$ cat src/rtl/multicycle_control_fsm_if.sv
// Control/datapath bundle for the multicycle MIPS control FSM.
// The master side is the FSM; the slave side is the datapath/IR/memory.
interface multicycle_control_fsm_if #(
    parameter int ALUOPW = 4
);
    logic [5:0]        opcode;
    logic [5:0]        funct;
    logic              zero;
    logic              ihit;
    logic              dhit;
    logic              iREN;
    logic              dREN;
    logic              dWEN;
    logic              irWEN;
    logic              pcWEN;
    logic              regWEN;
    logic [1:0]        pcSrc;
    logic [1:0]        aluSrc;
    logic [1:0]        regDst;
    logic [1:0]        memToReg;
    logic [1:0]        extSel;
    logic [ALUOPW-1:0] aluOp;
    logic [2:0]        state;
    logic              retire;
    logic              halt;
    logic              illegal;
    logic              memTimeout;

    modport master (
        input  opcode, funct, zero, ihit, dhit,
        output iREN, dREN, dWEN, irWEN, pcWEN, regWEN, pcSrc, aluSrc, regDst,
               memToReg, extSel, aluOp, state, retire, halt, illegal, memTimeout
    );

    modport slave (
        output opcode, funct, zero, ihit, dhit,
        input  iREN, dREN, dWEN, irWEN, pcWEN, regWEN, pcSrc, aluSrc, regDst,
               memToReg, extSel, aluOp, state, retire, halt, illegal, memTimeout
    );
endinterface

$ cat src/rtl/multicycle_control_fsm.sv
// Multicycle MIPS control unit: sequences FETCH/DECODE/EXEC/MEM/WB, waits on
// memory handshakes, and latches sticky halt/illegal/timeout flags.
module multicycle_control_fsm #(
    parameter int WAIT_MAX   = 16,
    parameter int TIMEOUT_EN = 1,
    parameter int ALUOPW     = 4
) (
    input logic                     CLK,
    input logic                     nRST,
    multicycle_control_fsm_if.master bus
);
    typedef enum logic [2:0] {
        FETCH  = 3'd0,
        DECODE = 3'd1,
        EXEC   = 3'd2,
        MEM    = 3'd3,
        WB     = 3'd4,
        HALTED = 3'd5
    } state_t;

    localparam int              CW       = $clog2(WAIT_MAX);
    localparam logic [CW-1:0]   CNT_LAST = CW'(WAIT_MAX - 1);

    localparam logic [5:0] OP_RTYPE = 6'h00, OP_J    = 6'h02, OP_JAL   = 6'h03,
                           OP_BEQ   = 6'h04, OP_BNE  = 6'h05, OP_ADDI  = 6'h08,
                           OP_ADDIU = 6'h09, OP_SLTI = 6'h0a, OP_SLTIU = 6'h0b,
                           OP_ANDI  = 6'h0c, OP_ORI  = 6'h0d, OP_XORI  = 6'h0e,
                           OP_LUI   = 6'h0f, OP_LW   = 6'h23, OP_SW    = 6'h2b,
                           OP_HALT  = 6'h3f;

    localparam logic [5:0] F_SLL = 6'h00, F_SRL  = 6'h02, F_JR  = 6'h08,
                           F_ADD = 6'h20, F_ADDU = 6'h21, F_SUB = 6'h22,
                           F_SUBU = 6'h23, F_AND = 6'h24, F_OR  = 6'h25,
                           F_XOR = 6'h26, F_NOR  = 6'h27, F_SLT = 6'h2a,
                           F_SLTU = 6'h2b;

    localparam logic [ALUOPW-1:0] ALU_SLL = ALUOPW'(0),  ALU_SRL = ALUOPW'(1),
                                  ALU_ADD = ALUOPW'(2),  ALU_SUB = ALUOPW'(3),
                                  ALU_AND = ALUOPW'(4),  ALU_OR  = ALUOPW'(5),
                                  ALU_XOR = ALUOPW'(6),  ALU_NOR = ALUOPW'(7),
                                  ALU_SLT = ALUOPW'(10), ALU_SLTU = ALUOPW'(11);

    state_t            state, next;
    logic [CW-1:0]     cnt, cnt_d;
    logic              halt_q, illegal_q, timeout_q;
    logic              set_ill, set_to, wait_last;

    logic              op_ok, funct_ok, bad_instr;
    logic [ALUOPW-1:0] exec_op;
    logic [1:0]        exec_src, exec_ext;

    // Instruction decode; the IR holds opcode/funct stable after FETCH.
    always_comb begin
        exec_op  = ALU_ADD;
        exec_src = 2'b01;
        exec_ext = 2'b00;
        op_ok    = 1'b1;
        funct_ok = 1'b1;
        case (bus.opcode)
            OP_RTYPE: begin
                exec_src = 2'b00;
                case (bus.funct)
                    F_SLL:         begin exec_op = ALU_SLL; exec_src = 2'b10; end
                    F_SRL:         begin exec_op = ALU_SRL; exec_src = 2'b10; end
                    F_ADD, F_ADDU: exec_op = ALU_ADD;
                    F_SUB, F_SUBU: exec_op = ALU_SUB;
                    F_AND:         exec_op = ALU_AND;
                    F_OR:          exec_op = ALU_OR;
                    F_XOR:         exec_op = ALU_XOR;
                    F_NOR:         exec_op = ALU_NOR;
                    F_SLT:         exec_op = ALU_SLT;
                    F_SLTU:        exec_op = ALU_SLTU;
                    F_JR:          exec_op = ALU_ADD;
                    default:       funct_ok = 1'b0;
                endcase
            end
            OP_J, OP_JAL, OP_HALT: exec_op = ALU_ADD;
            OP_BEQ, OP_BNE: begin
                exec_op  = ALU_SUB;
                exec_src = 2'b00;
                exec_ext = 2'b01;
            end
            OP_ADDI, OP_ADDIU, OP_LW, OP_SW: exec_ext = 2'b01;
            OP_SLTI:  begin exec_op = ALU_SLT;  exec_ext = 2'b01; end
            OP_SLTIU: begin exec_op = ALU_SLTU; exec_ext = 2'b01; end
            OP_ANDI:  exec_op = ALU_AND;
            OP_ORI:   exec_op = ALU_OR;
            OP_XORI:  exec_op = ALU_XOR;
            OP_LUI:   exec_ext = 2'b10;
            default:  op_ok = 1'b0;
        endcase
        bad_instr = !op_ok || !funct_ok;
    end

    assign wait_last = (TIMEOUT_EN != 0) && (cnt == CNT_LAST);

    always_comb begin
        next         = state;
        set_ill      = 1'b0;
        set_to       = 1'b0;
        bus.iREN     = 1'b0;
        bus.dREN     = 1'b0;
        bus.dWEN     = 1'b0;
        bus.irWEN    = 1'b0;
        bus.pcWEN    = 1'b0;
        bus.regWEN   = 1'b0;
        bus.retire   = 1'b0;
        bus.pcSrc    = 2'b00;
        bus.aluSrc   = 2'b00;
        bus.regDst   = 2'b00;
        bus.memToReg = 2'b00;
        bus.extSel   = 2'b00;
        bus.aluOp    = '0;
        case (state)
            FETCH: begin
                bus.iREN = 1'b1;
                if (bus.ihit) begin
                    bus.irWEN = 1'b1;
                    bus.pcWEN = 1'b1;
                    next      = DECODE;
                end else if (wait_last) begin
                    set_to = 1'b1;
                    next   = HALTED;
                end
            end
            DECODE: begin
                if (bad_instr) begin
                    set_ill = 1'b1;
                    next    = HALTED;
                end else begin
                    case (bus.opcode)
                        OP_J: begin
                            bus.pcWEN  = 1'b1;
                            bus.pcSrc  = 2'b10;
                            bus.retire = 1'b1;
                            next       = FETCH;
                        end
                        OP_JAL: begin
                            bus.pcWEN    = 1'b1;
                            bus.pcSrc    = 2'b10;
                            bus.regWEN   = 1'b1;
                            bus.regDst   = 2'b10;
                            bus.memToReg = 2'b10;
                            bus.retire   = 1'b1;
                            next         = FETCH;
                        end
                        OP_HALT: next = HALTED;
                        OP_RTYPE: begin
                            if (bus.funct == F_JR) begin
                                bus.pcWEN  = 1'b1;
                                bus.pcSrc  = 2'b11;
                                bus.retire = 1'b1;
                                next       = FETCH;
                            end else begin
                                next = EXEC;
                            end
                        end
                        default: next = EXEC;
                    endcase
                end
            end
            EXEC: begin
                bus.aluOp  = exec_op;
                bus.aluSrc = exec_src;
                bus.extSel = exec_ext;
                if (bus.opcode == OP_BEQ || bus.opcode == OP_BNE) begin
                    bus.pcWEN  = (bus.opcode == OP_BEQ) ? bus.zero : !bus.zero;
                    bus.pcSrc  = 2'b01;
                    bus.retire = 1'b1;
                    next       = FETCH;
                end else if (bus.opcode == OP_LW || bus.opcode == OP_SW) begin
                    next = MEM;
                end else begin
                    next = WB;
                end
            end
            MEM: begin
                // Address stays on the ALU output for the whole access.
                bus.aluOp  = ALU_ADD;
                bus.aluSrc = 2'b01;
                bus.extSel = 2'b01;
                bus.dREN   = (bus.opcode == OP_LW);
                bus.dWEN   = (bus.opcode == OP_SW);
                if (bus.dhit) begin
                    bus.retire = (bus.opcode == OP_SW);
                    next       = (bus.opcode == OP_LW) ? WB : FETCH;
                end else if (wait_last) begin
                    set_to = 1'b1;
                    next   = HALTED;
                end
            end
            WB: begin
                bus.aluOp    = exec_op;
                bus.aluSrc   = exec_src;
                bus.extSel   = exec_ext;
                bus.regWEN   = 1'b1;
                bus.retire   = 1'b1;
                bus.regDst   = (bus.opcode == OP_RTYPE) ? 2'b00 : 2'b01;
                bus.memToReg = (bus.opcode == OP_LW)  ? 2'b01 :
                               (bus.opcode == OP_LUI) ? 2'b11 : 2'b00;
                next         = FETCH;
            end
            HALTED:  next = HALTED;
            default: next = FETCH;
        endcase
    end

    // Counts unacknowledged request cycles; any hit or state change clears it.
    always_comb begin
        cnt_d = '0;
        if (next == state &&
            ((state == FETCH && !bus.ihit) || (state == MEM && !bus.dhit)))
            cnt_d = (cnt == CNT_LAST) ? cnt : cnt + CW'(1);
    end

    always_ff @(posedge CLK or negedge nRST) begin
        if (!nRST) begin
            state     <= FETCH;
            cnt       <= '0;
            halt_q    <= 1'b0;
            illegal_q <= 1'b0;
            timeout_q <= 1'b0;
        end else begin
            state <= next;
            cnt   <= cnt_d;
            if (next == HALTED) halt_q    <= 1'b1;
            if (set_ill)        illegal_q <= 1'b1;
            if (set_to)         timeout_q <= 1'b1;
        end
    end

    assign bus.state      = state;
    assign bus.halt       = halt_q;
    assign bus.illegal    = illegal_q;
    assign bus.memTimeout = timeout_q;
endmodule

$ cat src/flat_wrapper.sv
// flat-port wrapper written by rule: the top's interface ports become plain ports
module multicycle_control_fsm_flat 
#(
    parameter int WAIT_MAX   = 16,
    parameter int TIMEOUT_EN = 1,
    parameter int ALUOPW     = 4
)
  (CLK, nRST, bus_opcode, bus_funct, bus_zero, bus_ihit, bus_dhit, bus_iREN, bus_dREN, bus_dWEN, bus_irWEN, bus_pcWEN, bus_regWEN, bus_pcSrc, bus_aluSrc, bus_regDst, bus_memToReg, bus_extSel, bus_aluOp, bus_state, bus_retire, bus_halt, bus_illegal, bus_memTimeout);
  multicycle_control_fsm_if #(.ALUOPW(ALUOPW)) bus_i ();
  input logic CLK;
  input logic nRST;
  input wire logic [$bits(bus_i.opcode)-1:0] bus_opcode;
  input wire logic [$bits(bus_i.funct)-1:0] bus_funct;
  input wire logic [$bits(bus_i.zero)-1:0] bus_zero;
  input wire logic [$bits(bus_i.ihit)-1:0] bus_ihit;
  input wire logic [$bits(bus_i.dhit)-1:0] bus_dhit;
  output wire logic [$bits(bus_i.iREN)-1:0] bus_iREN;
  output wire logic [$bits(bus_i.dREN)-1:0] bus_dREN;
  output wire logic [$bits(bus_i.dWEN)-1:0] bus_dWEN;
  output wire logic [$bits(bus_i.irWEN)-1:0] bus_irWEN;
  output wire logic [$bits(bus_i.pcWEN)-1:0] bus_pcWEN;
  output wire logic [$bits(bus_i.regWEN)-1:0] bus_regWEN;
  output wire logic [$bits(bus_i.pcSrc)-1:0] bus_pcSrc;
  output wire logic [$bits(bus_i.aluSrc)-1:0] bus_aluSrc;
  output wire logic [$bits(bus_i.regDst)-1:0] bus_regDst;
  output wire logic [$bits(bus_i.memToReg)-1:0] bus_memToReg;
  output wire logic [$bits(bus_i.extSel)-1:0] bus_extSel;
  output wire logic [$bits(bus_i.aluOp)-1:0] bus_aluOp;
  output wire logic [$bits(bus_i.state)-1:0] bus_state;
  output wire logic [$bits(bus_i.retire)-1:0] bus_retire;
  output wire logic [$bits(bus_i.halt)-1:0] bus_halt;
  output wire logic [$bits(bus_i.illegal)-1:0] bus_illegal;
  output wire logic [$bits(bus_i.memTimeout)-1:0] bus_memTimeout;
  assign bus_i.opcode = bus_opcode;
  assign bus_i.funct = bus_funct;
  assign bus_i.zero = bus_zero;
  assign bus_i.ihit = bus_ihit;
  assign bus_i.dhit = bus_dhit;
  assign bus_iREN = bus_i.iREN;
  assign bus_dREN = bus_i.dREN;
  assign bus_dWEN = bus_i.dWEN;
  assign bus_irWEN = bus_i.irWEN;
  assign bus_pcWEN = bus_i.pcWEN;
  assign bus_regWEN = bus_i.regWEN;
  assign bus_pcSrc = bus_i.pcSrc;
  assign bus_aluSrc = bus_i.aluSrc;
  assign bus_regDst = bus_i.regDst;
  assign bus_memToReg = bus_i.memToReg;
  assign bus_extSel = bus_i.extSel;
  assign bus_aluOp = bus_i.aluOp;
  assign bus_state = bus_i.state;
  assign bus_retire = bus_i.retire;
  assign bus_halt = bus_i.halt;
  assign bus_illegal = bus_i.illegal;
  assign bus_memTimeout = bus_i.memTimeout;
  multicycle_control_fsm #(.WAIT_MAX(WAIT_MAX), .TIMEOUT_EN(TIMEOUT_EN), .ALUOPW(ALUOPW)) u_core (.CLK(CLK), .nRST(nRST), .bus(bus_i));
endmodule
$ cat config.mk
export PLATFORM = sky130hd
export DESIGN_NAME = multicycle_control_fsm_flat
export DESIGN_NICKNAME = d
export VERILOG_FILES = /design/src/rtl/multicycle_control_fsm_if.sv /design/src/rtl/multicycle_control_fsm.sv /design/src/flat_wrapper.sv
export SDC_FILE = /design/constraint.sdc
export NUM_CORES = 1
export LEC_CHECK = 0
export ABC_AREA = 1
export ABC_CLOCK_PERIOD_IN_PS = 3300
export CAP_MARGIN = 20
export CELL_PAD_IN_SITES_DETAIL_PLACEMENT = 0
export CELL_PAD_IN_SITES_GLOBAL_PLACEMENT = 1
export CORE_MARGIN = 2
export CORE_UTILIZATION = 31
export CTS_CLUSTER_SIZE = 14
export DETAILED_ROUTE_END_ITERATION = 7
export PLACE_DENSITY_LB_ADDON = 0.1
export SLEW_MARGIN = 20
export SYNTH_ARGS = -nofsm -noshare
export SYNTH_HDL_FRONTEND = slang
export SYNTH_SLANG_ARGS = --single-unit
$ cat constraint.sdc
create_clock -name CLK -period 3.3 [get_ports CLK]
set_clock_uncertainty 0.1 [all_clocks]
set_input_delay 0.825 -clock CLK [delete_from_list [all_inputs] [get_ports CLK]]
set_output_delay 0.825 -clock CLK [all_outputs]
set_load 0.01 [all_outputs]
**Word-level counts from Yosys, hierarchy flattened**

Cells that the tools add are included.

- Bits of input ports: 17
- Logic and storage cells: 123
- Flip-flop bits (word level): 10
- Output and inout port bits: 27

- Equal/unequal tests: 36
- Reductions and logical operators: 23
- Multiplexer cells: 58
- Add/subtract/negate cells: 1

Operators by type and width:

| cell | count |
|---|---|
| == test 6 bit, second input constant | 13 |
| == test 6 x 4 -> 1 bit, second input constant | 9 |
| case mux 4 bit (9 select lines) | 1 |
| case mux 2 bit (2 select lines) | 8 |
| case mux 4 bit (7 select lines) | 1 |
| two-way mux 1 bit | 23 |
| two-way mux 3 bit | 7 |
| == test 6 x 2 -> 1 bit, second input constant | 3 |
| two-way mux 2 bit | 8 |
| OR reduction 16 bit | 1 |
| case mux 3 bit (5 select lines) | 1 |
| OR reduction 13 bit | 1 |
| == test 6 x 3 -> 1 bit, second input constant | 2 |
| zero test 6 bit | 2 |
| OR reduction 2 bit | 5 |
| == test 3 bit, second input constant | 3 |
| case mux 3 bit (3 select lines) | 1 |
| two-way mux 4 bit | 2 |
| case mux 4 bit (2 select lines) | 1 |
| OR reduction 8 bit | 1 |
| == test 3 x 2 -> 1 bit, second input constant | 2 |
| case mux 1 bit (2 select lines) | 3 |
| zero test 1 bit | 5 |
| adder 4 x 1 -> 4 bit, second input constant | 1 |
| other kinds (9) | 14 |

**Longest topological paths before layout**

Gate-level depths: netlist of the first run.

- Word-level depth: 11
- Depth in mapped cells: 12
- Mapped depth without buffers: 12

**Least setup slack after synthesis of the first run**

No wires, ideal clock.

- Path type: input port to output port
- Start point: input port bus_opcode[4]
- End point: output port bus_memToReg[1]
- Arrival time: 1.843 ns
- Stages: 9
- Path slack: 0.532 ns
- Data required time: 2.375 ns
- Path buffers: 0
- Path through: nor2_2 nand3_2 nand2_1 nor2_1 nand3_2 nand2_2 nor2_1 nand2_1 o21ai_1

- Word-level cells in the longest chain between the ends: 7
- Elaborated cells on any way between the ends: 27
- Classes of those cells: eq/ne (15); mux (7); reduce/logical (5)

Ends and longest elaborated chain:

| element | line | text |
|---|---|---|
| start, declared | flat_wrapper.sv:12 | `input wire logic [$bits(bus_i.opcode)-1:0] bus_opcode;` |
| == test 6 x 4 -> 1 bit, or another cell as far along | multicycle_control_fsm.sv:59 | `case (bus.opcode)` |
| OR reduction 16 bit (no source line) | -- |  |
| two-way mux 1 bit | multicycle_control_fsm.sv:59 |  |
| zero test 1 bit | multicycle_control_fsm.sv:92 | `bad_instr = !op_ok \|\| !funct_ok;` |
| logical OR 1 bit | multicycle_control_fsm.sv:92 |  |
| two-way mux 2 bit | multicycle_control_fsm.sv:127 | `if (bad_instr) begin` |
| case mux 2 bit (2 select lines) * | multicycle_control_fsm.sv:114 | `case (state)` |
| end, declared | flat_wrapper.sv:26 | `output wire logic [$bits(bus_i.memToReg)-1:0] bus_memToReg;` |

Mark *: on every way between the ends. The rest lies on a longest branch, timed or not.

**Worst setup path after layout of the first run**

- Start point: input port bus_opcode[2]
- End point: output port bus_pcSrc[1]

- Word-level cells in the longest chain between the ends: 7
- Elaborated cells on any way between the ends: 26
- Classes of those cells: eq/ne (15); mux (5); reduce/logical (6)

Ends and longest elaborated chain:

| element | line | text |
|---|---|---|
| == test 6 x 4 -> 1 bit, or another cell as far along | multicycle_control_fsm.sv:59 |  |
| OR reduction 16 bit (no source line) | -- |  |
| two-way mux 1 bit | multicycle_control_fsm.sv:59 |  |
| zero test 1 bit | multicycle_control_fsm.sv:92 |  |
| logical OR 1 bit | multicycle_control_fsm.sv:92 |  |
| two-way mux 2 bit * | multicycle_control_fsm.sv:127 |  |
| case mux 2 bit (2 select lines) * | multicycle_control_fsm.sv:114 |  |
| end, declared | flat_wrapper.sv:23 | `output wire logic [$bits(bus_i.pcSrc)-1:0] bus_pcSrc;` |

Marked as above.

==> results of run 1 <==
==> state kept, by name, indices dropped and copies added, names as in the netlist <==
signal and count:
u_core.bus.halt 1, u_core.bus.illegal 1, u_core.cnt 4, u_core.bus.memTimeout 1, u_core.bus.state 3
==> layout by cell type, fill, tap and decap left out, types with 7 or more instances in the layout <==
cell,count
buf_4,49
clkdlybuf4s50_1,16
dfrtp_1,10
dlygate4sd2_1,7
inv_1,26
nand2_1,30
nand2_2,10
nand3_1,21
nor2_1,24
o21ai_0,8
==> timing repair <==
item | 4_1_cts | 5_1_grt
endpoints found under the hold margin | 0 | 0
setup buffers | 4 | 1
pin swaps | 10 | 5
gates resized for setup | 64 | 15
endpoints found under the setup margin | 19 | 10
==> through the flow <==
stage | TNS [ps] | std cells | util | power [mW]
final | 0 | 325 | 0.600 | 0.759
after detailed placement | -6710 | 316 | 0.569 | 0.652
after global routing | 0 | 325 | 0.600 | 0.827
after floorplan | 0 | 184 | - | 0.406
after global placement | -6190 | 316 | 0.569 | 0.655
after CTS | 0 | 324 | 0.595 | 0.764
==> worst register-to-register path, cell delays in order (launching register included) <==
cell	delay, ps
dfrtp_1	400
ha_1	230
nand3_1	150
inv_1	90
nand3_1	110
nand3_1	100
nor2_2	110
nand3_2	130
nand2_1	100
nand2_2	70
nor2_1	100
==> layout make-up <==
type                            count  share of cell area
Inverter                           33              0.0634
Multi-Input combinational cell    141               0.396
Tap cell                           46              0.0283
Clock buffer                        4              0.0178
Sequential cell                    10               0.123
Timing Repair Buffer               91               0.372
==> metal layers <==
metal / vias to the layer above / GRT usage / wire, um / share of wire
li1: 797 / - / - / -
met1: 692 / 0.259 / 1800 / 0.47
met2: 40 / 0.355 / 1860 / 0.48
met3: 3 / 0.0423 / 191 / 0.050
met4: 0 / 0.00815 / 7 / 0.0018
met5: - / 0 / 0 / 0
==> cell families after synthesis <==
| group | synth area share |
|---|---|
| flops | 0.224 |
| compound gates | 0.110 |
| buf+inv | 0.112 |
| fa+ha+maj | 0.0112 |
| xor+xnor | 0.0235 |
| simple gates | 0.520 |
==> cell usage after synthesis <==
cell type | count | share of area
inv_2 | 5 | 0.017
clkinv_2 | 1 | 0.0045
nand3_4 | 1 | 0.016
ha_1 | 1 | 0.011
o2111ai_1 | 1 | 0.0078
a2111oi_0 | 1 | 0.0078
nor3_1 | 7 | 0.031
nand3b_1 | 1 | 0.0067
a31oi_1 | 1 | 0.0056
o21ai_1 | 1 | 0.0045
o211ai_1 | 1 | 0.0067
or2_2 | 1 | 0.0056
a2bb2oi_1 | 1 | 0.0078
nand2_2 | 7 | 0.039
o21ai_0 | 8 | 0.036
nor2_1 | 29 | 0.097
o31ai_1 | 2 | 0.013
nor2_2 | 5 | 0.028
a21oi_1 | 3 | 0.013
nor4_1 | 1 | 0.0056
inv_1 | 27 | 0.091
dfrtp_1 | 10 | 0.22
nand2_1 | 33 | 0.11
nand3_2 | 5 | 0.045
xor2_1 | 1 | 0.0078
nand3_1 | 21 | 0.094
nand4_1 | 4 | 0.022
a21o_1 | 1 | 0.0067
xnor2_1 | 2 | 0.016
nor3_2 | 2 | 0.018
==> report_power, final <==
part	switching, mW	internal [mW]
combinational	0.262	0.215
sequential	0.0257	0.144
clock	0.0448	0.0671
total	0.333	0.426
==> worst min-delay path by stage <==
stage,startpoint,to,slack (ps),cells after the start
after global routing,u_core.cnt[0],u_core.cnt[0],390,1
after global placement,u_core.bus.halt,u_core.bus.halt,340,1
after detailed placement,u_core.cnt[0],u_core.cnt[0],360,1
final,u_core.cnt[0],u_core.cnt[0],360,1
after floorplan,u_core.cnt[0],u_core.cnt[0],330,1
after CTS,u_core.cnt[0],u_core.cnt[0],370,1
==> impl_metrics.env, run 1 <==
export IMPL_crit_chain="clkdlybuf4s15_2 > nor2_4 > nand3_2 > buf_4 > inv_2 > nand4_1 > nand2_2 > nor2_4 > nand2_2 > nand2_1 > clkdlybuf4s15_2"
export IMPL_n_antenna_cell=0
export IMPL_layout_min_cycle_time_ps=3190
export IMPL_vias=1532
export IMPL_die_h_um=64.0
export IMPL_hold_viol=0
export IMPL_crit_buf_inv=4
export IMPL_preCtsSetupSlack_ps=-563
export IMPL_io_pins=44
export IMPL_path_clk_slew_ps=60
export IMPL_maxSlewHeadroom=0.660
export IMPL_die_width_um=64.0
export IMPL_endpoint="bus_pcSrc[1]"
export IMPL_area_sequential_sq_um=250
export IMPL_final_area_sq_mm=0.00203
export IMPL_drt_pass1_iter_count=4
export IMPL_hold_path_class="reg -> reg"
export IMPL_max_freq_ghz=0.314
export IMPL_fin_crit_sh=0.965
export IMPL_detail_route_vias_per_cell=4.71
export IMPL_cts_tree="yes"
export IMPL_grt_max_degree=11
export IMPL_hpwl_um=3140
export IMPL_post_dp_cell_area_sq_mm=0.00193
export IMPL_grt_pass1_vias=1538
export IMPL_nFillCells=350
export IMPL_worst_path_max_delay_cell="clkdlybuf4s15_2"
export IMPL_critPathMaxFanout=5
export IMPL_drive_gt1_frac=0.369
export IMPL_multiInputGateArea_sq_um=805
export IMPL_crit_cells=11
export IMPL_drc=0
export IMPL_first_iter_violations=45
export IMPL_finalWorstSetupSlack_ps=114
export IMPL_drv_slew=0
export IMPL_timing_rr_start="u_core.cnt[0]"
export IMPL_critical_path_required_ps=2370
export IMPL_worstSetupPathType="in -> out"
export IMPL_avgSynthCellArea_sq_um=6.07
export IMPL_hold_buffers=0
export IMPL_cp_startpoint="bus_opcode[2]"
export IMPL_wirelength_um=3850
export IMPL_syn_area_sq_mm=0.00112
export IMPL_critPathMaxStageDelay_ps=260
export IMPL_power_density_cell_area_mw_per_mm2=373
export IMPL_gp_congestion=0.809
export IMPL_outcome="completed"
export IMPL_end_kind="output port"
export IMPL_num_rows=21
export IMPL_grt_antenna_before_repair=0
export IMPL_nets=298
export IMPL_leakagePower_nw=1.10
export IMPL_ir_drop_uv=286
export IMPL_syn_nets=202
export IMPL_maxCapViolCount=0
export IMPL_core_area_sq_mm=0.00339
export IMPL_start_util=0.330
export IMPL_whs_ps=358
export IMPL_grt_ovfl_total=0
export IMPL_cts_root_buf="clkbuf_4"
export IMPL_fp_dieArea_sq_mm=0.00410
export IMPL_finalSetupViolCount=0
export IMPL_reg2reg_to="u_core.cnt[2]"
export IMPL_port_buffers=43
export IMPL_reg2reg_slack_ps=1550
export IMPL_grt_first_pass_wirelength_um=6640
export IMPL_ant_nets=0
export IMPL_ys_ff_latch=10
export IMPL_cts_max_level=1
export IMPL_arrival_ps=2260
export IMPL_area_growth_pct=82.0
export IMPL_startpoint_type="input port"
export IMPL_cts_sinks=10
export IMPL_grtUsageTotal=0.200
export IMPL_tightestPinTransition_ps=508
export IMPL_r2r_cells=10
export IMPL_ys_seq_area_frac=0.224
export IMPL_crit_family="simple AND/OR/NAND/NOR gates"
export IMPL_synth_cell_types=30
export IMPL_rsz0062_at_grt="no"
export IMPL_syn_inst=184
export IMPL_clk_path_buf_depth=2
export IMPL_numCtsBuffers=3
export IMPL_ys_warn_count=0
export IMPL_post_drt_wl_per_cell_um=11.8
export IMPL_clk_latency_ps=270
No activity file was read; power rests on OpenSTA's default activity.
==> inputs of run 2 (changes only) <==
--- a/config.mk
+++ b/config.mk
@@ -6,7 +6,7 @@
 export NUM_CORES = 1
 export LEC_CHECK = 0
 export ABC_AREA = 1
-export ABC_CLOCK_PERIOD_IN_PS = 3300
+export ABC_CLOCK_PERIOD_IN_PS = 3900
 export CAP_MARGIN = 20
 export CELL_PAD_IN_SITES_DETAIL_PLACEMENT = 0
 export CELL_PAD_IN_SITES_GLOBAL_PLACEMENT = 1
==> constraint.sdc (replaced) <==
create_clock -name CLK -period 3.9 [get_ports CLK]
set_clock_uncertainty 0.1 [all_clocks]
set_input_delay 0.975 -clock CLK [delete_from_list [all_inputs] [get_ports CLK]]
set_output_delay 0.975 -clock CLK [all_outputs]
set_load 0.01 [all_outputs]
==> impl_metrics.env, run 2 (same netlist as run 1, synthesis figures left out) <==
export IMPL_maxCapViolCount=0
export IMPL_startpoint_type="input port"
export IMPL_nets=288
export IMPL_n_antenna_cell=0
export IMPL_end_kind="output port"
export IMPL_wirelength_um=3690
export IMPL_finalNonFillerCells=315
export IMPL_hpwl_um=3070
export IMPL_area_sequential_sq_um=250
export IMPL_io_pins=44
export IMPL_maxSlewHeadroom=0.634
export IMPL_start_util=0.330
export IMPL_dp_cells=311
export IMPL_fin_crit_sh=0.964
export IMPL_layout_commonest_cell="buf_4"
export IMPL_fin_tns_setup_ps=0
export IMPL_ant_nets=0
export IMPL_cts_sinks=10
export IMPL_area_growth_pct=74.1
export IMPL_outcome="completed"
export IMPL_drv_slew=0
export IMPL_fp_dieArea_sq_mm=0.00410
export IMPL_gp_congestion=0.818
export IMPL_multiInputGateArea_sq_um=768
export IMPL_grt_max_degree=11
export IMPL_cts_max_level=1
export IMPL_grt_antenna_before_repair=0
export IMPL_grt_first_pass_wirelength_um=6330
export IMPL_die_h_um=64.0
export IMPL_port_buffers=43
export IMPL_top_register="u_core.cnt"
export IMPL_clk_path_buf_depth=2
export IMPL_cts_root_buf="clkbuf_4"
export IMPL_numCtsBuffers=3
export IMPL_finalWorstSetupSlack_ps=142
export IMPL_drc=0
export IMPL_total_power_mw=0.630
export IMPL_ir_drop_uv=254
export IMPL_cts_tree="yes"
export IMPL_vias=1453
export IMPL_hold_viol=0
export IMPL_first_iter_violations=51
export IMPL_final_area_sq_mm=0.00195
export IMPL_grtUsageTotal=0.192
export IMPL_largest_register_ffs=4
export IMPL_core_area_sq_mm=0.00339
export IMPL_tightestPinTransition_ps=545
export IMPL_most_common_layout_cells="buf_4 (38), nand2_1 (33), clkdlybuf4s50_1 (29), inv_1 (27), nor2_1 (27)"
export IMPL_grt_ovfl_total=0
export IMPL_grt_pass1_vias=1476
export IMPL_arrival_ps=2680
export IMPL_layout_min_cycle_time_ps=3760
export IMPL_critical_path_required_ps=2820
export IMPL_drt_pass1_iter_count=4
export IMPL_preCtsSetupSlack_ps=-290
export IMPL_nFillCells=372
export IMPL_post_drt_wl_per_cell_um=11.7
export IMPL_max_freq_ghz=0.266
export IMPL_detail_route_vias_per_cell=4.61
export IMPL_drive_gt1_frac=0.271
export IMPL_post_dp_cell_area_sq_mm=0.00189
export IMPL_hold_path_class="reg -> reg"
export IMPL_layout_top_registers="u_core.cnt (4), u_core.bus.state (3)"
export IMPL_power_density_cell_area_mw_per_mm2=324
export IMPL_num_rows=21
export IMPL_finalSetupViolCount=0
export IMPL_critPathMaxFanout=4
export IMPL_post_cts_buffers=0
export IMPL_clk_latency_ps=270
export IMPL_die_width_um=64.0
export IMPL_rsz0062_at_grt="no"
export IMPL_worstSetupPathType="in -> out"
export IMPL_leakagePower_nw=1.01
export IMPL_path_clk_slew_ps=70
## run 2: worst paths after layout
path / depth (start not counted) / from / end / slack (ps)
max reg2reg: 6 / u_core.bus.state[2] / u_core.cnt[2] / 2110
max in group asynchronous: 1 / nRST / u_core.bus.halt / 2420
max: 11 / bus_opcode[3] / bus_extSel[0] / 140
min reg2reg: 1 / u_core.bus.halt / u_core.bus.halt / 360
min: 1 / u_core.bus.halt / u_core.bus.halt / 360
min in group asynchronous: 1 / nRST / u_core.cnt[1] / 940
## run 2: final cells by class
cell class / instances / area share
clock buffers: 4 / 0.0186
multi-input cells: 141 / 0.395
repair buffers: 81 / 0.364
well taps: 46 / 0.0296
inverters: 33 / 0.0643
flip-flops and latches: 10 / 0.129
## run 2: metrics by stage
step                hold slack (ps)  utilization
global route                    379        0.574
detailed placement              351        0.558
CTS                             369        0.570
global placement                346        0.558
finish                          364        0.574
floorplan                       330            -
## run 2: per-layer routing
layer,part of all wire,vias to the layer above,track usage
li1,-,775,-
met1,0.49,647,0.261
met5,0,-,0
met2,0.47,31,0.316
met4,0,0,0.0163
met3,0.048,0,0.0511
## run 2: where the power goes
| group | switching [mW] | internal [mW] | total [mW] | leakage (nW) |
|---|---|---|---|---|
| sequential | 0.0222 | 0.122 | 0.144 | 0.124 |
| clock | 0.0386 | 0.0567 | 0.0954 | 0.0210 |
| combinational | 0.214 | 0.177 | 0.391 | 0.865 |
| total | 0.275 | 0.356 | 0.630 | 1.01 |
## run 2: repair_timing
action / 4_1_cts / 5_1_grt
hold buffers: 0 / 0
pin swaps: 1 / 0
gates resized for setup: 18 / 6
endpoints found under the setup margin: 13 / 2
## run 2: critical path: stages
cell             delay [ps]
dlygate4sd2_1           320
inv_2                    80
nor2_2                  170
nand3_2                 110
buf_4                   150
nand2_2                  60
inv_2                    30
nand2_2                  60
a21oi_1                  40
o21ai_0                 130
clkdlybuf4s50_1         560
==> patch 1: new RTL, config.mk and constraints of run 1 <==
`ALUOPW` is set to 4 in 3 places; all go to 3.
--- a/src/rtl/multicycle_control_fsm_if.sv
+++ b/src/rtl/multicycle_control_fsm_if.sv
@@ -1,7 +1,7 @@
 // Control/datapath bundle for the multicycle MIPS control FSM.
 // The master side is the FSM; the slave side is the datapath/IR/memory.
 interface multicycle_control_fsm_if #(
-    parameter int ALUOPW = 4
+    parameter int ALUOPW = 3
 );
     logic [5:0]        opcode;
     logic [5:0]        funct;
--- a/src/rtl/multicycle_control_fsm.sv
+++ b/src/rtl/multicycle_control_fsm.sv
@@ -3,7 +3,7 @@
 module multicycle_control_fsm #(
     parameter int WAIT_MAX   = 16,
     parameter int TIMEOUT_EN = 1,
-    parameter int ALUOPW     = 4
+    parameter int ALUOPW     = 3
 ) (
     input logic                     CLK,
     input logic                     nRST,
--- a/src/flat_wrapper.sv
+++ b/src/flat_wrapper.sv
@@ -3,7 +3,7 @@
 #(
     parameter int WAIT_MAX   = 16,
     parameter int TIMEOUT_EN = 1,
-    parameter int ALUOPW     = 4
+    parameter int ALUOPW     = 3
 )
   (CLK, nRST, bus_opcode, bus_funct, bus_zero, bus_ihit, bus_dhit, bus_iREN, bus_dREN, bus_dWEN, bus_irWEN, bus_pcWEN, bus_regWEN, bus_pcSrc, bus_aluSrc, bus_regDst, bus_memToReg, bus_extSel, bus_aluOp, bus_state, bus_retire, bus_halt, bus_illegal, bus_memTimeout);
   multicycle_control_fsm_if #(.ALUOPW(ALUOPW)) bus_i ();
Ports: changed (resized bus_aluOp); port bits go from 44 to 43. No check against the original RTL was run, so the function may have changed too.
==> patch 1 against run 1 <==
  * Clock power about the same
  * Routed wire length decreased by 5.3%
  * Largest power group unchanged
  * Design area decreased by 2.8%
  * Sequential share of layout area increased by 0.35 points
  * Sequential cell count unchanged
  * Power increased by 1.5%
  * Area after synthesis decreased by 1.5%
  * Setup slack got worse by 0.013 ns
  * Critical path type unchanged
  * Critical endpoint is now bus_dREN
  * Utilization decreased by 1.2 points
  * Non-clock buffer count decreased by 8
==> patch 1: results (changes against run 1) <==
Outcome -> finished, final reports clean (unchanged)
Post-cts sizing count -> 44 (was 64)
Switching part of the total -> 44.1% (was 43.9%)
Post-synthesis cell type count -> 30 (unchanged)
Metal2 WL -> 1830 um (was 1860 um)
Sequential share of the synthesized area -> 22.7% (was 22.4%)
Asr flop ratio synth -> 100% (unchanged)
Syn. warnings -> 0 (unchanged)
Total GRT Usage -> 18.9% (was 20.0%)
M1 wire length -> 1630 um (was 1800 um)
Top cells by count, synth -> nand2_1 (32), inv_1 (31), nor2_1 (29), nand3_1 (15), dfrtp_1 (10) (was nand2_1 (33), nor2_1 (29), inv_1 (27), nand3_1 (21), dfrtp_1 (10))
Comb group -> 0.000490 W (was 0.000477 W)
Post-synthesis compound-gate area fraction -> 13.4% (was 11.0%)
Slowest Stage Delay on Critical Path -> 0.53 ns (was 0.26 ns)
Primary FF master, synth -> dfrtp_1 (unchanged)
Clk pin slew, worst setup/hold paths -> 0.07 ns
Worst Path Max Fanout -> 4 (was 5)
LEAKAGE -> 1.13 nW (was 1.10 nW)
Via Count -> 1421 (was 1532)
XOR/XNOR Fraction of Synth Area -> 2.39% (was 2.35%)
Nets@finish -> 282 (was 298)
WL/cell -> 11.8 um (about the same)
Grt met2 use -> 33.2% (was 35.5%)
Slowest-stage cell, CP -> clkdlybuf4s50_1 (was clkdlybuf4s15_2)
Top cells by area, synth -> dfrtp_1 (23%), nand2_1 (11%), inv_1 (11%), nor2_1 (9.9%), nand3_1 (6.8%) (was dfrtp_1 (22%), nand2_1 (11%), nor2_1 (9.7%), nand3_1 (9.4%), inv_1 (9.1%))
Clock Latency Late Sink -> 0.27 ns (about the same)
Detailed Routing Iterations Pass 1 -> 4 (unchanged)
I/O Buffers -> 42 (was 43)
Layout cells sized above 1 -> 34.2% (was 36.9%)
Routing usage on met1 -> 24.1% (was 25.9%)
Syn_nets -> 194 (was 202)
Top delay family on crit path -> buffers and inverters (was simple AND/OR/NAND/NOR gates)
Post-CTS Setup Bufs -> 2 (was 4)
FILL cells -> 352 (was 350)
Placed inst area -> 1860 sq um (was 1930 sq um)
Top flop regs -> u_core.cnt: 4 flops, u_core.bus.state: 3 flops (unchanged)
H-tree depth -> 1 (unchanged)
Crit path DAT -> 2.27 ns
Antenna violations before repair -> 0 (unchanged)
Clock network power share -> 14.5% (was 14.7%)
Uppermost layer routed -> met4 (unchanged)
Min-Delay Path Class -> reg -> reg (unchanged)
Post-synthesis adder-cell area fraction -> 1.14% (was 1.12%)
Mux cell area share after synthesis -> 0% (unchanged)
1st-iter DRT viols -> 30 (was 45)
Reg2reg setup slack -> 1.50 ns (was 1.55 ns)
First-pass GRT wire length -> 6150 um (was 6640 um)
Worst slew pin tran -> 0.580 ns (was 0.508 ns)
Max rail drop VDD -> 0.313 mV (was 0.286 mV)
Clock buffer depth -> 2 (unchanged)
Root buffer selected by CTS -> clkbuf_4 (unchanged)
RePlAce Congestion -> 0.830 (was 0.809)
Met3 usage -> 4.82% (was 4.23%)
CTS buffer count -> 3 (unchanged)
Dpl hpwl -> 2930 um (was 3140 um)
Met3 wire length -> 170 um (was 191 um)
[patch 1: worst paths after layout]
kind,start,end,cells after the start
setup / recovery,bus_opcode[3],bus_dREN,8
hold / removal,u_core.bus.halt,u_core.bus.halt,1
setup reg to reg,u_core.bus.state[2],u_core.cnt[3],11
hold reg to reg,u_core.bus.halt,u_core.bus.halt,1
max in group asynchronous,nRST,u_core.cnt[3],1
min in group asynchronous,nRST,u_core.bus.halt,1
[patch 1: area by class of cell]
type / count / area share [%]
clock buffers: 4 / 1.84
inverters: 35 / 6.65
multi-input cells: 131 / 39.6
flip-flops and latches: 10 / 12.7
well taps: 46 / 2.91
repair buffers: 83 / 36.3
[patch 1: stage by stage]
step	total power, W	utilization, %	setup WS, ns	instances	hold WS, ns
floorplan	0.000423	-	0.468	176	0.330
global placement	0.000666	55.2	-0.529	301	0.340
detailed placement	0.000671	55.2	-0.553	301	0.348
CTS	0.000773	57.1	-0.182	307	0.360
global route	0.000833	58.8	-0.0151	309	0.381
finish	0.000770	58.8	0.102	309	0.356
==> patch 2: new RTL, flow settings as in run 1 <==
Without the edit above. Reset style: synchronous (`nRST`), changed in one clocked block.
--- a/src/rtl/multicycle_control_fsm.sv
+++ b/src/rtl/multicycle_control_fsm.sv
@@ -213,7 +213,7 @@
             cnt_d = (cnt == CNT_LAST) ? cnt : cnt + CW'(1);
     end
 
-    always_ff @(posedge CLK or negedge nRST) begin
+    always_ff @(posedge CLK) begin
         if (!nRST) begin
             state     <= FETCH;
             cnt       <= '0;
Function: differs if nRST is asserted again (counterexample within 4 cycles, from zero or initial values and one cycle with nRST low); with nRST held inactive, the same outputs for 10 cycles.
==> patch 2 against run 1 <==
  * Routed wire length down 2.3%
  * Hold slack better by 0.014 ns
  * Power down 29%
  * Cell count down 2.5%
  * Sequential cell count unchanged
  * Area after synthesis down 2.5%
  * Design area down 6.6%
  * Setup slack better by 0.017 ns
==> patch 2: results (changes against run 1) <==
Outcome -> finished, final reports clean (unchanged)
Drt via density -> 4.76 (was 4.71)
Slowest Stage Delay on Critical Path -> 0.48 ns (was 0.26 ns)
Switch Pwr -> 0.000213 W (was 0.000333 W)
Layout cells sized above 1 -> 28.4% (was 36.9%)
Syn_nets -> 208 (was 202)
Sequential share of the synthesized area -> 18.4% (was 22.4%)
Worst Path Max Fanout -> 3 (was 5)
First-pass GRT wire length -> 6330 um (was 6640 um)
Top delay family on crit path -> buffers and inverters (was simple AND/OR/NAND/NOR gates)
Post-Syn Instances -> 190 (was 184)
RePlAce Congestion -> 0.936 (was 0.809)
Total Routed Length -> 3760 um (was 3850 um)
Total GRT Usage -> 19.2% (was 20.0%)
Max rail drop VDD -> 0.238 mV (was 0.286 mV)
Placed inst area -> 1810 sq um (was 1930 sq um)
Dpl hpwl -> 2990 um (was 3140 um)
1st-iter DRT viols -> 58 (was 45)
Slowest-stage cell, CP -> clkdlybuf4s50_1 (was clkdlybuf4s15_2)
Vias in the first global route -> 1478 (was 1538)
Asr flop ratio synth -> 0% (was 100%)
Relative slew margins -> 72.0% (was 66.0%)
Top cells by area, synth -> dfxtp_1 (18%), nor2_1 (12%), nand2_1 (11%), inv_1 (10%), nand3_1 (8.7%) (was dfrtp_1 (22%), nand2_1 (11%), nor2_1 (9.7%), nand3_1 (9.4%), inv_1 (9.1%))
Top flop regs -> u_core.cnt: 4 flops, u_core.bus.state: 3 flops (unchanged)
LEAKAGE -> 1.02 nW (was 1.10 nW)
Nets@finish -> 290 (was 298)
H-tree depth -> 1 (unchanged)
Placed cell count -> 310 (was 316)
Largest net degree at the start of global routing -> 8 (was 11)
Top cells by count, synth -> nor2_1 (35), nand2_1 (33), inv_1 (30), nand3_1 (19) (was nand2_1 (33), nor2_1 (29), inv_1 (27), nand3_1 (21), dfrtp_1 (10))
WL/cell -> 11.9 um (was 11.8 um)
[patch 2: cell count changes after synthesis, moves of 3 or more]
cell     change
nor3_1       -4
inv_1        +3
nor2_1       +6
nand2_2      -3
a21oi_1      +7
dfrtp_1     -10
nand4_1      -3
dfxtp_1     +10
[patch 2: per-stage QoR]
stage               setup WS (ns)  setup TNS, ns  hold slack, ns
finish                      0.132              0           0.372
global route               0.0111              0           0.416
CTS                       0.00543              0           0.374
floorplan                   0.565              0           0.383
detailed placement         -0.391          -4.23           0.348
global placement           -0.342          -3.76           0.337
[patch 2: timing repair]
action                                  in CTS  in global routing
cloned                                       0                  0
hold endpoints to repair                     0                  0
endpoints found under the setup margin      19                 13
buffers inserted                             3                  0
hold buffers                                 0                  0
pin swaps                                    4                  3
gates resized for setup                     38                 21
[patch 2: cells by family (layout without fill, tap and decap cells)]
family          Yosys count  in the layout  share of synthesized area, %
buf+inv                  35            116                          12.7
flops                    10             10                          18.4
mux                       1              1                         0.919
compound gates           31             31                          16.5
fa+ha+maj                 1              1                          1.15
xor+xnor                  4              4                          3.22
simple gates            108            108                          47.1
[patch 2: routing by layer]
layer / part of all wire [%] / GRT usage [%] / up-vias
li1: - / - / 785
met1: 45 / 24.0 / 672
met2: 49 / 34.7 / 50
met3: 6.0 / 4.29 / 2
met4: 0.053 / 1.63 / 0
met5: 0 / 0 / -
[patch 2: worst reg2reg max path: cells and delay by family (launching register included)]
family	cells	cell delay, ns
AOI/OAI and AO/OA	1	0.50
adders and majority gates	1	0.21
DFF	1	0.37
and+or+nand+nor	6	0.65
[patch 2: area by class of cell]
| class | count | area (sq um) |
|---|---|---|
| clock buffer | 4 | 36.3 |
| multi-input combinational | 145 | 812 |
| tap | 46 | 57.6 |
| sequential | 10 | 200 |
| fill | 369 | 1460 |
| timing repair buffer | 78 | 663 |
| inverter | 34 | 130 |
[patch 2: path summary, 6_finish.rpt]
check             slack (ns)         endpoint            start  cells past startpoint
setup / recovery        0.13     bus_pcSrc[0]     bus_funct[3]                      8
hold / removal          0.37  u_core.bus.halt  u_core.bus.halt                      2
setup reg to reg        1.37    u_core.cnt[2]    u_core.cnt[0]                      8
hold reg to reg         0.37  u_core.bus.halt  u_core.bus.halt                      2
[patch 2: power groups by stage]
stage | clock network (W) | registers (W) | logic, W
floorplan | 0 | 0.000156 | 0.000131
global placement | 0 | 0.000153 | 0.000273
detailed placement | 0 | 0.000153 | 0.000273
CTS | 0.000119 | 0.000150 | 0.000271
global route | 0.000128 | 0.000152 | 0.000300
finish | 0.000117 | 0.000150 | 0.000273
